[src/rtl/div_ctrl_if.sv]
// Handshake and operand bus between the EX stage (master) and the divider (slave).
interface div_ctrl_if #(
    parameter int DATA_W = 32
);
    logic                  signed_div_i;
    logic [DATA_W-1:0]     opdata1_i;
    logic [DATA_W-1:0]     opdata2_i;
    logic                  start_i;
    logic                  annul_i;
    logic [2*DATA_W-1:0]   result_o;
    logic                  ready_o;
    logic                  busy_o;

    modport master (
        output signed_div_i, opdata1_i, opdata2_i, start_i, annul_i,
        input  result_o, ready_o, busy_o
    );

    modport slave (
        input  signed_div_i, opdata1_i, opdata2_i, start_i, annul_i,
        output result_o, ready_o, busy_o
    );
endinterface

[src/rtl/div_ctrl.sv]
// Multi-cycle restoring divider for the EX stage: fixed DATA_W+1 cycle latency,
// signed/unsigned, divide-by-zero short path, annul and level start handshake.
module div_ctrl #(
    parameter int DATA_W = 32
) (
    input  logic       clk,
    input  logic       rst_n,
    div_ctrl_if.slave  div_if
);
    localparam int CNT_W = $clog2(DATA_W + 1);

    localparam logic [1:0] S_FREE   = 2'd0;
    localparam logic [1:0] S_BYZERO = 2'd1;
    localparam logic [1:0] S_ON     = 2'd2;
    localparam logic [1:0] S_END    = 2'd3;

    logic [1:0]          state_q,    state_d;
    logic [CNT_W-1:0]    cnt_q,      cnt_d;
    logic [DATA_W-1:0]   divisor_q,  divisor_d;
    logic [DATA_W-1:0]   dq_q,       dq_d;
    logic [DATA_W-1:0]   rem_q,      rem_d;
    logic                neg_quot_q, neg_quot_d;
    logic                neg_rem_q,  neg_rem_d;
    logic [2*DATA_W-1:0] result_q,   result_d;
    logic                ready_q,    ready_d;

    logic                op1_neg, op2_neg;
    logic [DATA_W-1:0]   op1_mag, op2_mag;
    logic [DATA_W:0]     partial, trial;
    logic                qbit;
    logic [DATA_W-1:0]   quot_fix, rem_fix;

    assign op1_neg = div_if.signed_div_i & div_if.opdata1_i[DATA_W-1];
    assign op2_neg = div_if.signed_div_i & div_if.opdata2_i[DATA_W-1];
    assign op1_mag = op1_neg ? -div_if.opdata1_i : div_if.opdata1_i;
    assign op2_mag = op2_neg ? -div_if.opdata2_i : div_if.opdata2_i;

    // dq_q starts as the dividend and fills with quotient bits from the LSB as
    // dividend bits leave at the MSB, so after DATA_W steps it holds the quotient.
    assign partial  = {rem_q, dq_q[DATA_W-1]};
    assign trial    = partial - {1'b0, divisor_q};
    assign qbit     = ~trial[DATA_W];
    assign quot_fix = neg_quot_q ? -dq_q  : dq_q;
    assign rem_fix  = neg_rem_q  ? -rem_q : rem_q;

    always_comb begin
        // NOTE: every _d gets its hold value first so no path leaves one unassigned (no latches).
        state_d    = state_q;
        cnt_d      = cnt_q;
        divisor_d  = divisor_q;
        dq_d       = dq_q;
        rem_d      = rem_q;
        neg_quot_d = neg_quot_q;
        neg_rem_d  = neg_rem_q;
        result_d   = result_q;
        ready_d    = ready_q;

        case (state_q)
            S_FREE: begin
                if (div_if.start_i && !div_if.annul_i) begin
                    if (div_if.opdata2_i == '0) begin
                        state_d = S_BYZERO;
                    end else begin
                        state_d    = S_ON;
                        cnt_d      = '0;
                        divisor_d  = op2_mag;
                        dq_d       = op1_mag;
                        rem_d      = '0;
                        neg_quot_d = op1_neg ^ op2_neg;
                        neg_rem_d  = op1_neg;
                    end
                end
            end
            S_BYZERO: begin
                if (div_if.annul_i) begin
                    state_d  = S_FREE;
                    cnt_d    = '0;
                    result_d = '0;
                    ready_d  = 1'b0;
                end else begin
                    state_d  = S_END;
                    result_d = '0;
                    ready_d  = 1'b1;
                end
            end
            S_ON: begin
                if (div_if.annul_i) begin
                    state_d  = S_FREE;
                    cnt_d    = '0;
                    result_d = '0;
                    ready_d  = 1'b0;
                end else if (cnt_q == CNT_W'(DATA_W)) begin
                    state_d  = S_END;
                    result_d = {rem_fix, quot_fix};
                    ready_d  = 1'b1;
                end else begin
                    rem_d = qbit ? trial[DATA_W-1:0] : partial[DATA_W-1:0];
                    dq_d  = {dq_q[DATA_W-2:0], qbit};
                    cnt_d = cnt_q + CNT_W'(1);
                end
            end
            S_END: begin
                if (div_if.annul_i || !div_if.start_i) begin
                    state_d  = S_FREE;
                    cnt_d    = '0;
                    result_d = '0;
                    ready_d  = 1'b0;
                end
            end
            default: begin
                state_d  = S_FREE;
                cnt_d    = '0;
                result_d = '0;
                ready_d  = 1'b0;
            end
        endcase
    end

    // NOTE: non-blocking assignments here so every register samples pre-edge values.
    always_ff @(posedge clk or negedge rst_n) begin
        if (!rst_n) begin
            state_q    <= S_FREE;
            cnt_q      <= '0;
            divisor_q  <= '0;
            dq_q       <= '0;
            rem_q      <= '0;
            neg_quot_q <= 1'b0;
            neg_rem_q  <= 1'b0;
            result_q   <= '0;
            ready_q    <= 1'b0;
        end else begin
            state_q    <= state_d;
            cnt_q      <= cnt_d;
            divisor_q  <= divisor_d;
            dq_q       <= dq_d;
            rem_q      <= rem_d;
            neg_quot_q <= neg_quot_d;
            neg_rem_q  <= neg_rem_d;
            result_q   <= result_d;
            ready_q    <= ready_d;
        end
    end

    assign div_if.result_o = result_q;
    assign div_if.ready_o  = ready_q;
    assign div_if.busy_o   = (state_q != S_FREE);
endmodule
[src/flat_wrapper.sv]
// flat-port wrapper written by rule: the top's interface ports become plain ports
module div_ctrl_flat 
#(
    parameter int DATA_W = 32
)
  (clk, rst_n, div_if_signed_div_i, div_if_opdata1_i, div_if_opdata2_i, div_if_start_i, div_if_annul_i, div_if_result_o, div_if_ready_o, div_if_busy_o);
  div_ctrl_if #(.DATA_W(DATA_W)) div_if_i ();
  input  logic clk;
  input  logic rst_n;
  input wire logic [$bits(div_if_i.signed_div_i)-1:0] div_if_signed_div_i;
  input wire logic [$bits(div_if_i.opdata1_i)-1:0] div_if_opdata1_i;
  input wire logic [$bits(div_if_i.opdata2_i)-1:0] div_if_opdata2_i;
  input wire logic [$bits(div_if_i.start_i)-1:0] div_if_start_i;
  input wire logic [$bits(div_if_i.annul_i)-1:0] div_if_annul_i;
  output wire logic [$bits(div_if_i.result_o)-1:0] div_if_result_o;
  output wire logic [$bits(div_if_i.ready_o)-1:0] div_if_ready_o;
  output wire logic [$bits(div_if_i.busy_o)-1:0] div_if_busy_o;
  assign div_if_i.signed_div_i = div_if_signed_div_i;
  assign div_if_i.opdata1_i = div_if_opdata1_i;
  assign div_if_i.opdata2_i = div_if_opdata2_i;
  assign div_if_i.start_i = div_if_start_i;
  assign div_if_i.annul_i = div_if_annul_i;
  assign div_if_result_o = div_if_i.result_o;
  assign div_if_ready_o = div_if_i.ready_o;
  assign div_if_busy_o = div_if_i.busy_o;
  div_ctrl #(.DATA_W(DATA_W)) u_core (.clk(clk), .rst_n(rst_n), .div_if(div_if_i));
endmodule
[config.mk]
export PLATFORM = sky130hd
export DESIGN_NAME = div_ctrl_flat
export DESIGN_NICKNAME = d
export VERILOG_FILES = /design/src/rtl/div_ctrl_if.sv /design/src/rtl/div_ctrl.sv /design/src/flat_wrapper.sv
export SDC_FILE = /design/constraint.sdc
export NUM_CORES = 1
export LEC_CHECK = 0
export BUFFER_PORTS_ARGS = -buffer_cell sky130_fd_sc_hd__buf_2
export CAP_MARGIN = 20
export CORE_AREA = 2 2 217 219
export CTS_BUF_LIST = sky130_fd_sc_hd__clkbuf_4 sky130_fd_sc_hd__clkbuf_8
export DETAILED_ROUTE_END_ITERATION = 10
export DIE_AREA = 0 0 219 221
export HOLD_SLACK_MARGIN = 0.05
export SLEW_MARGIN = 20
export SYNTH_ARGS = -nofsm -noshare
export SYNTH_HDL_FRONTEND = slang
export SYNTH_SLANG_ARGS = --single-unit
[constraint.sdc]
create_clock -name clk -period 5 [get_ports clk]
set_input_delay 1 -clock clk [delete_from_list [all_inputs] [get_ports clk]]
set_output_delay 1 -clock clk [all_outputs]
set_load 0.01 [all_outputs]
Word level (Yosys, flattened, before mapping)
Index checks and enable logic that the tools add are counted.
{ "totals": {"inputBits": 69, "word_cells": 84, "ff_bits": 171} }
{ "classes": {"reduce_logical": 14, "mux": 38, "bitwise": 5, "add_sub_neg": 6, "n_eq_ne": 12} }
{ "ops": {"columns": ["operator", "count"], "rows": [
  ["32-bit 2-to-1 mux", 13],
  ["64-bit 2-to-1 mux", 3],
  ["64-bit one-hot mux with 3 select lines", 1],
  ["32-bit negation", 4],
  ["32-bit one-hot mux with 2 select lines", 2],
  ["6-bit 2-to-1 mux", 6],
  ["33-bit by 32-bit subtractor with 33-bit output", 1],
  ["32-bit zero test", 1],
  ["6-bit one-hot mux with 4 select lines", 1],
  ["2-bit 2-to-1 mux", 6],
  ["5-bit AND reduction", 2],
  ["3-bit AND reduction", 3],
  ["2-bit != test, second input constant", 4],
  ["2-bit one-hot mux with 4 select lines", 1],
  ["6-bit by 1-bit adder with 6-bit output, second input constant", 1],
  ["6-bit == test, second input constant", 1],
  ["2-bit == test, second input constant", 2],
  ["1-bit 2-to-1 mux", 4],
  ["2-bit by 1-bit != test with 1-bit output, second input constant", 2],
  ["2-bit nonzero test", 2],
  ["3-bit by 2-bit != test with 1-bit output, second input constant", 1],
  ["3-bit != test, second input constant", 1],
  ["1-bit one-hot mux with 3 select lines", 1],
  ["3-bit nonzero test", 1],
  ["other kinds (8)", 11]
]} }

Longest topological paths before layout
{ "depth": {"depth_word": 5, "ltp_mapped": 14, "depth_no_buf": 12} }

Worst setup path after synthesis
OpenSTA, ideal clock, no wires.
{ "synth_timing": {"kind": "in2reg", "from": "input div_if_opdata2_i[10]", "to": "register u_core.divisor_q[29]", "cell_stages": 9, "path_buffers": 0, "path_slack_ps": 1030, "t_required_ps": 4864, "setup_time_ps": 136, "arrival_ps": 3834, "cell_sequence": "or4_1 -> nor4_1 -> nand2b_1 -> or4b_1 -> or4_1 -> or4_1 -> o41ai_1 -> xor2_1 -> a21oi_1"} }
{ "synth_between": {"elab_chain_cells": 3, "word_cells_on_any_way": 5, "classes_between": "add/sub (1); mux (1); bitwise (1); reduce/logical (2)"} }
{ "synth_rtl": {"columns": ["item", "line", "source"], "rows": [
  ["from (decl)", "flat_wrapper.sv:12", "input wire logic [$bits(div_if_i.opdata2_i)-1:0] div_if_opdata2_i;"],
  ["branches (longest 3 deep; another with 32-bit negation)", null, null],
  ["to (signal assigned)", "div_ctrl.sv:134", "divisor_q <= divisor_d;"],
  ["to (decl)", "div_ctrl.sv:19", "logic [DATA_W-1:0] divisor_q, divisor_d;"]
]} }
Several ways; the timed one is not identified.
A chain may end at the register's enable or synchronous reset.

Worst setup path after layout
{ "layout_timing": {"from": "register u_core.rem_q[0]", "to": "register u_core.rem_q[28]"} }
{ "layout_between": {"elab_chain_cells": 5} }
{ "layout_rtl": {"columns": ["item", "line", "source"], "rows": [
  ["from (decl)", "div_ctrl.sv:21", "logic [DATA_W-1:0] rem_q, rem_d;"],
  ["from (signal assigned)", "div_ctrl.sv:136", "rem_q <= rem_d;"],
  ["33-bit by 32-bit subtractor with 33-bit output", "div_ctrl.sv:41", "assign trial = partial - {1'b0, divisor_q};"],
  ["32-bit 2-to-1 mux", "div_ctrl.sv:97", "rem_d = qbit ? trial[DATA_W-1:0] : partial[DATA_W-1:0];"],
  ["32-bit 2-to-1 mux", "div_ctrl.sv:92", "end else if (cnt_q == CNT_W'(DATA_W)) begin"],
  ["32-bit 2-to-1 mux", "div_ctrl.sv:87", "if (div_if.annul_i) begin"],
  ["32-bit one-hot mux with 2 select lines", "div_ctrl.sv:58", "case (state_q)"]
]} }
No other way between the ends. The select of a mux whose other input is x is not followed.

==> out/results.txt <==
critical path type: register to register
Vias/cell: 4.78
pwr dens: 443 nW/um^2
area leader, netlist: dfrtp_1
Power Internal: 3.10 mW
Initial Utilization: 0.248
Gates resized, CTS repair: 0
die height: 221 microns
drt first pass iters: 7
critical path capture point type: register
Hold Crit Class: primary input to asynchronous set/reset pin
CTS Buffer Depth: 2
RSZ-0062 raised after global routing: no
CP max stage cell: a311oi_4
Max IR drop VDD: 0.000250 V
CTS Sinks: 171
CP required: 5.38 ns
Total GRT Usage: 0.138
total power: 5.84 mW
post-route minimum period: 4.15 ns
Final TNS setup: 0 ns
sw power: 2.73 mW
skew final: 0.0186 ns
clk_lat worst skew: 0.49 ns
Pins Over Slew Limit: 0
Worst Slack Setup Final: 0.851 ns
# DRC: 0
Gate power share: 0.479
Seq cells post-synth: 171
f_max: 241 MHz
TritonCTS buffer count: 17
largest net degree at the start of global routing: 114
Final #Nets: 1583
status: finished, final reports clean
Max Cap Viol: 0
Critical Path AT: 4.53 ns
final setup vio count: 0
post-synthesis cell count: 1379
Worst setup SP type: register
Switching Fraction: 0.468
Post-synth EDFFs: 0
vias in the first global route: 9454
delay of the slowest critical-path stage: 0.68 ns
first-pass GRT wire length: 53.3 mm
cts hold-fix bufs: 0
Die ar.: 48400 sq um
Worst Hold Slack: 0.476 ns
number of port buffers: 134
# H-tree levels: 4
ratio of cells with drive above 1 in the final layout: 0.136
initial antenna violation count: 4
highest fanout seen on the critical path: 14
# Post-CTS Setup Buffers: 0
Mean Syn Cell Area: 8.29 sq um
synth warn: 0
Relative slew margins: 0.387
Core ar.: 46100 sq um
DR iter-0 viols: 568
clock-pin slew on the worst setup and hold paths: 0.10 ns
Mapped Nets: 1491
Cell Chain, Critical Path: inv_1, fa_1, nand2b_1, a21oi_1, nor2_1, a311oi_1, o2111ai_1, a21o_1, a311oi_4, buf_4, nand4_1, o311ai_0
per-cell routed wire length: 15.8 microns
Ports: 135
Synth async-reset ratio: 1.00
Die Width: 219 microns
Routed WL: 33.1 mm
Final ANT Viol Nets: 0
Slew @ Worst Pin: 0.920 ns
Area growth syn-to-layout: 15.2%
CTS Root Cell: clkbuf_8
pre-CTS WS: 0.593 ns
prevailing post-synth register cell: dfrtp_1
fill count: 4982
final hold violation count: 0
TritonCTS clock tree: yes
global route total overflow: 0
clock power share: 0.170
Yosys cell types: 60
Area contributors post-synth: dfrtp_1 37%, nand2_1 7.1%, o21ai_0 7.0%
leak pwr: 5.89 nW
DP HPWL: 26.0 mm
final worst-path cycle share: 0.830
Synth top area share: 0.374
register area share after synthesis: 0.374
Rows: 79
sequential power share: 0.351
Netlist Area Pre-Place: 11400 sq um
routed via count: 9996
Final GP Congestion: 0.855
registers in the layout, indices dropped and copies added, names as in the netlist:
| name | flops |
|---|---|
| u_core.neg_quot_q | 1 |
| u_core.divisor_q | 32 |
| u_core.neg_rem_q | 1 |
| u_core.state_q | 2 |
| u_core.cnt_q | 6 |
| u_core.div_if.ready_o | 1 |
| u_core.div_if.result_o | 64 |
| u_core.dq_q | 32 |
| u_core.rem_q | 32 |
cells in the mapped netlist (2+ instances only):
cell type,n
nand4_1,6
or3_1,12
a31oi_1,10
ha_1,42
nor2b_1,6
nor3_1,17
o31a_1,3
xor2_1,88
clkbuf_1,74
nand3_1,41
nor3b_1,2
nand3b_1,3
mux2_2,5
o311ai_0,21
a311oi_1,4
nor4_1,10
o22ai_1,2
inv_1,59
o21ai_0,159
o21bai_1,5
buf_1,2
mux2i_1,15
o31ai_1,49
a211o_1,3
a41oi_1,3
o41ai_1,15
o211ai_1,3
a21oi_1,97
nor2_1,76
or3_4,2
a21o_1,18
a21boi_0,2
xnor2_1,56
o21a_1,8
nand2_1,215
o2111ai_1,2
and2_1,4
a32oi_1,3
dfrtp_1,171
nand2b_1,12
or4_1,20
a31o_2,3
and3_1,14
power by group through the flow:
stage / logic (mW) / clock network, mW / registers, mW
floorplan: 2.11 / 0 / 1.95
global placement: 2.76 / 0 / 2.05
detailed placement: 2.81 / 0 / 2.07
CTS: 2.82 / 1.03 / 2.04
global route: 3.20 / 1.08 / 2.10
finish: 2.80 / 0.990 / 2.05
logic make-up (layout without fill, tap and decap cells):
| group | Yosys count | in the layout | share of synthesized area |
|---|---|---|---|
| compound gates | 417 | 417 | 0.225 |
| xor+xnor | 144 | 144 | 0.110 |
| fa+ha+maj | 43 | 43 | 0.0477 |
| buf+inv | 137 | 242 | 0.0451 |
| flops | 171 | 171 | 0.374 |
| mux | 20 | 20 | 0.0181 |
| other cells | 0 | 2 | 0 |
| simple gates | 447 | 447 | 0.180 |
worst paths after layout:
path                                            start                          to  slack (ns)  depth (start not counted)
hold / removal                                  rst_n             u_core.dq_q[13]        0.48                          1
setup reg to reg                      u_core.rem_q[0]            u_core.rem_q[28]        0.85                         12
max in group asynchronous                       rst_n        u_core.divisor_q[24]        3.48                          2
min in group clk           u_core.div_if.result_o[40]  u_core.div_if.result_o[40]        0.48                          2
setup / recovery                      u_core.rem_q[0]            u_core.rem_q[28]        0.85                         12
hold reg to reg            u_core.div_if.result_o[40]  u_core.div_if.result_o[40]        0.48                          2
routing by layer:
layer  GRT usage  wire [microns]  vias up
met1       0.211           17700     4682
met4      0.0357             382        4
met3      0.0235            1170       26
li1            -               -     5096
met5           0              30        -
met2       0.199           13800      188
cell usage in the layout, fill, tap and decap left out, types with 6 or more instances in the layout:
cell	synthesis	final
a21oi_1	97	97
o311ai_0	21	21
o41ai_1	15	15
xnor2_1	56	56
nand2b_1	12	12
nand2_1	215	215
inv_8	0	6
nor3_1	17	17
buf_2	1	133
nand4_1	6	6
nor2_1	76	75
a21o_1	18	18
a31oi_1	10	10
or4_1	20	19
clkbuf_8	0	18
nor4_1	10	10
o21ai_0	159	159
nand3_1	41	40
xor2_1	88	88
mux2i_1	15	15
ha_1	42	41
o31ai_1	49	49
o21a_1	8	8
inv_1	59	59
buf_4	0	14
and3_1	14	14
nor2b_1	6	6
dfrtp_1	171	171
or3_1	12	12
per-stage QoR:
stage	instance area, sq um	utilization	std cells
4_1_cts	13200	0.286	2091
3_5_place_dp	12800	0.277	2059
6_report	13200	0.286	2093
5_1_grt	13200	0.286	2093
2_1_floorplan	11400	-	1379
3_3_place_gp	12800	0.277	2059
worst max-delay path, delay by kind of cell, from the launching register on:
family	cells	cell delay [ns]
AOI/OAI and AO/OA	6	2.06
DFF	1	0.47
buffers and inverters	2	0.48
and+or+nand+nor	3	0.54
adders and majority gates	1	0.48
cell type report:
cell class	instances	area, sq um	share of cell area
Multi-Input combinational cell	1071	6680	0.507
Sequential cell	171	4280	0.325
Timing Repair Buffer	150	822	0.0624
Tap cell	607	759	0.0577
Clock buffer	18	248	0.0188
Inverter	60	225	0.0171
Clock inverter	14	150	0.0114
Antenna cell	2	5.00	0.000380
(Power assumes the default switching activity.)
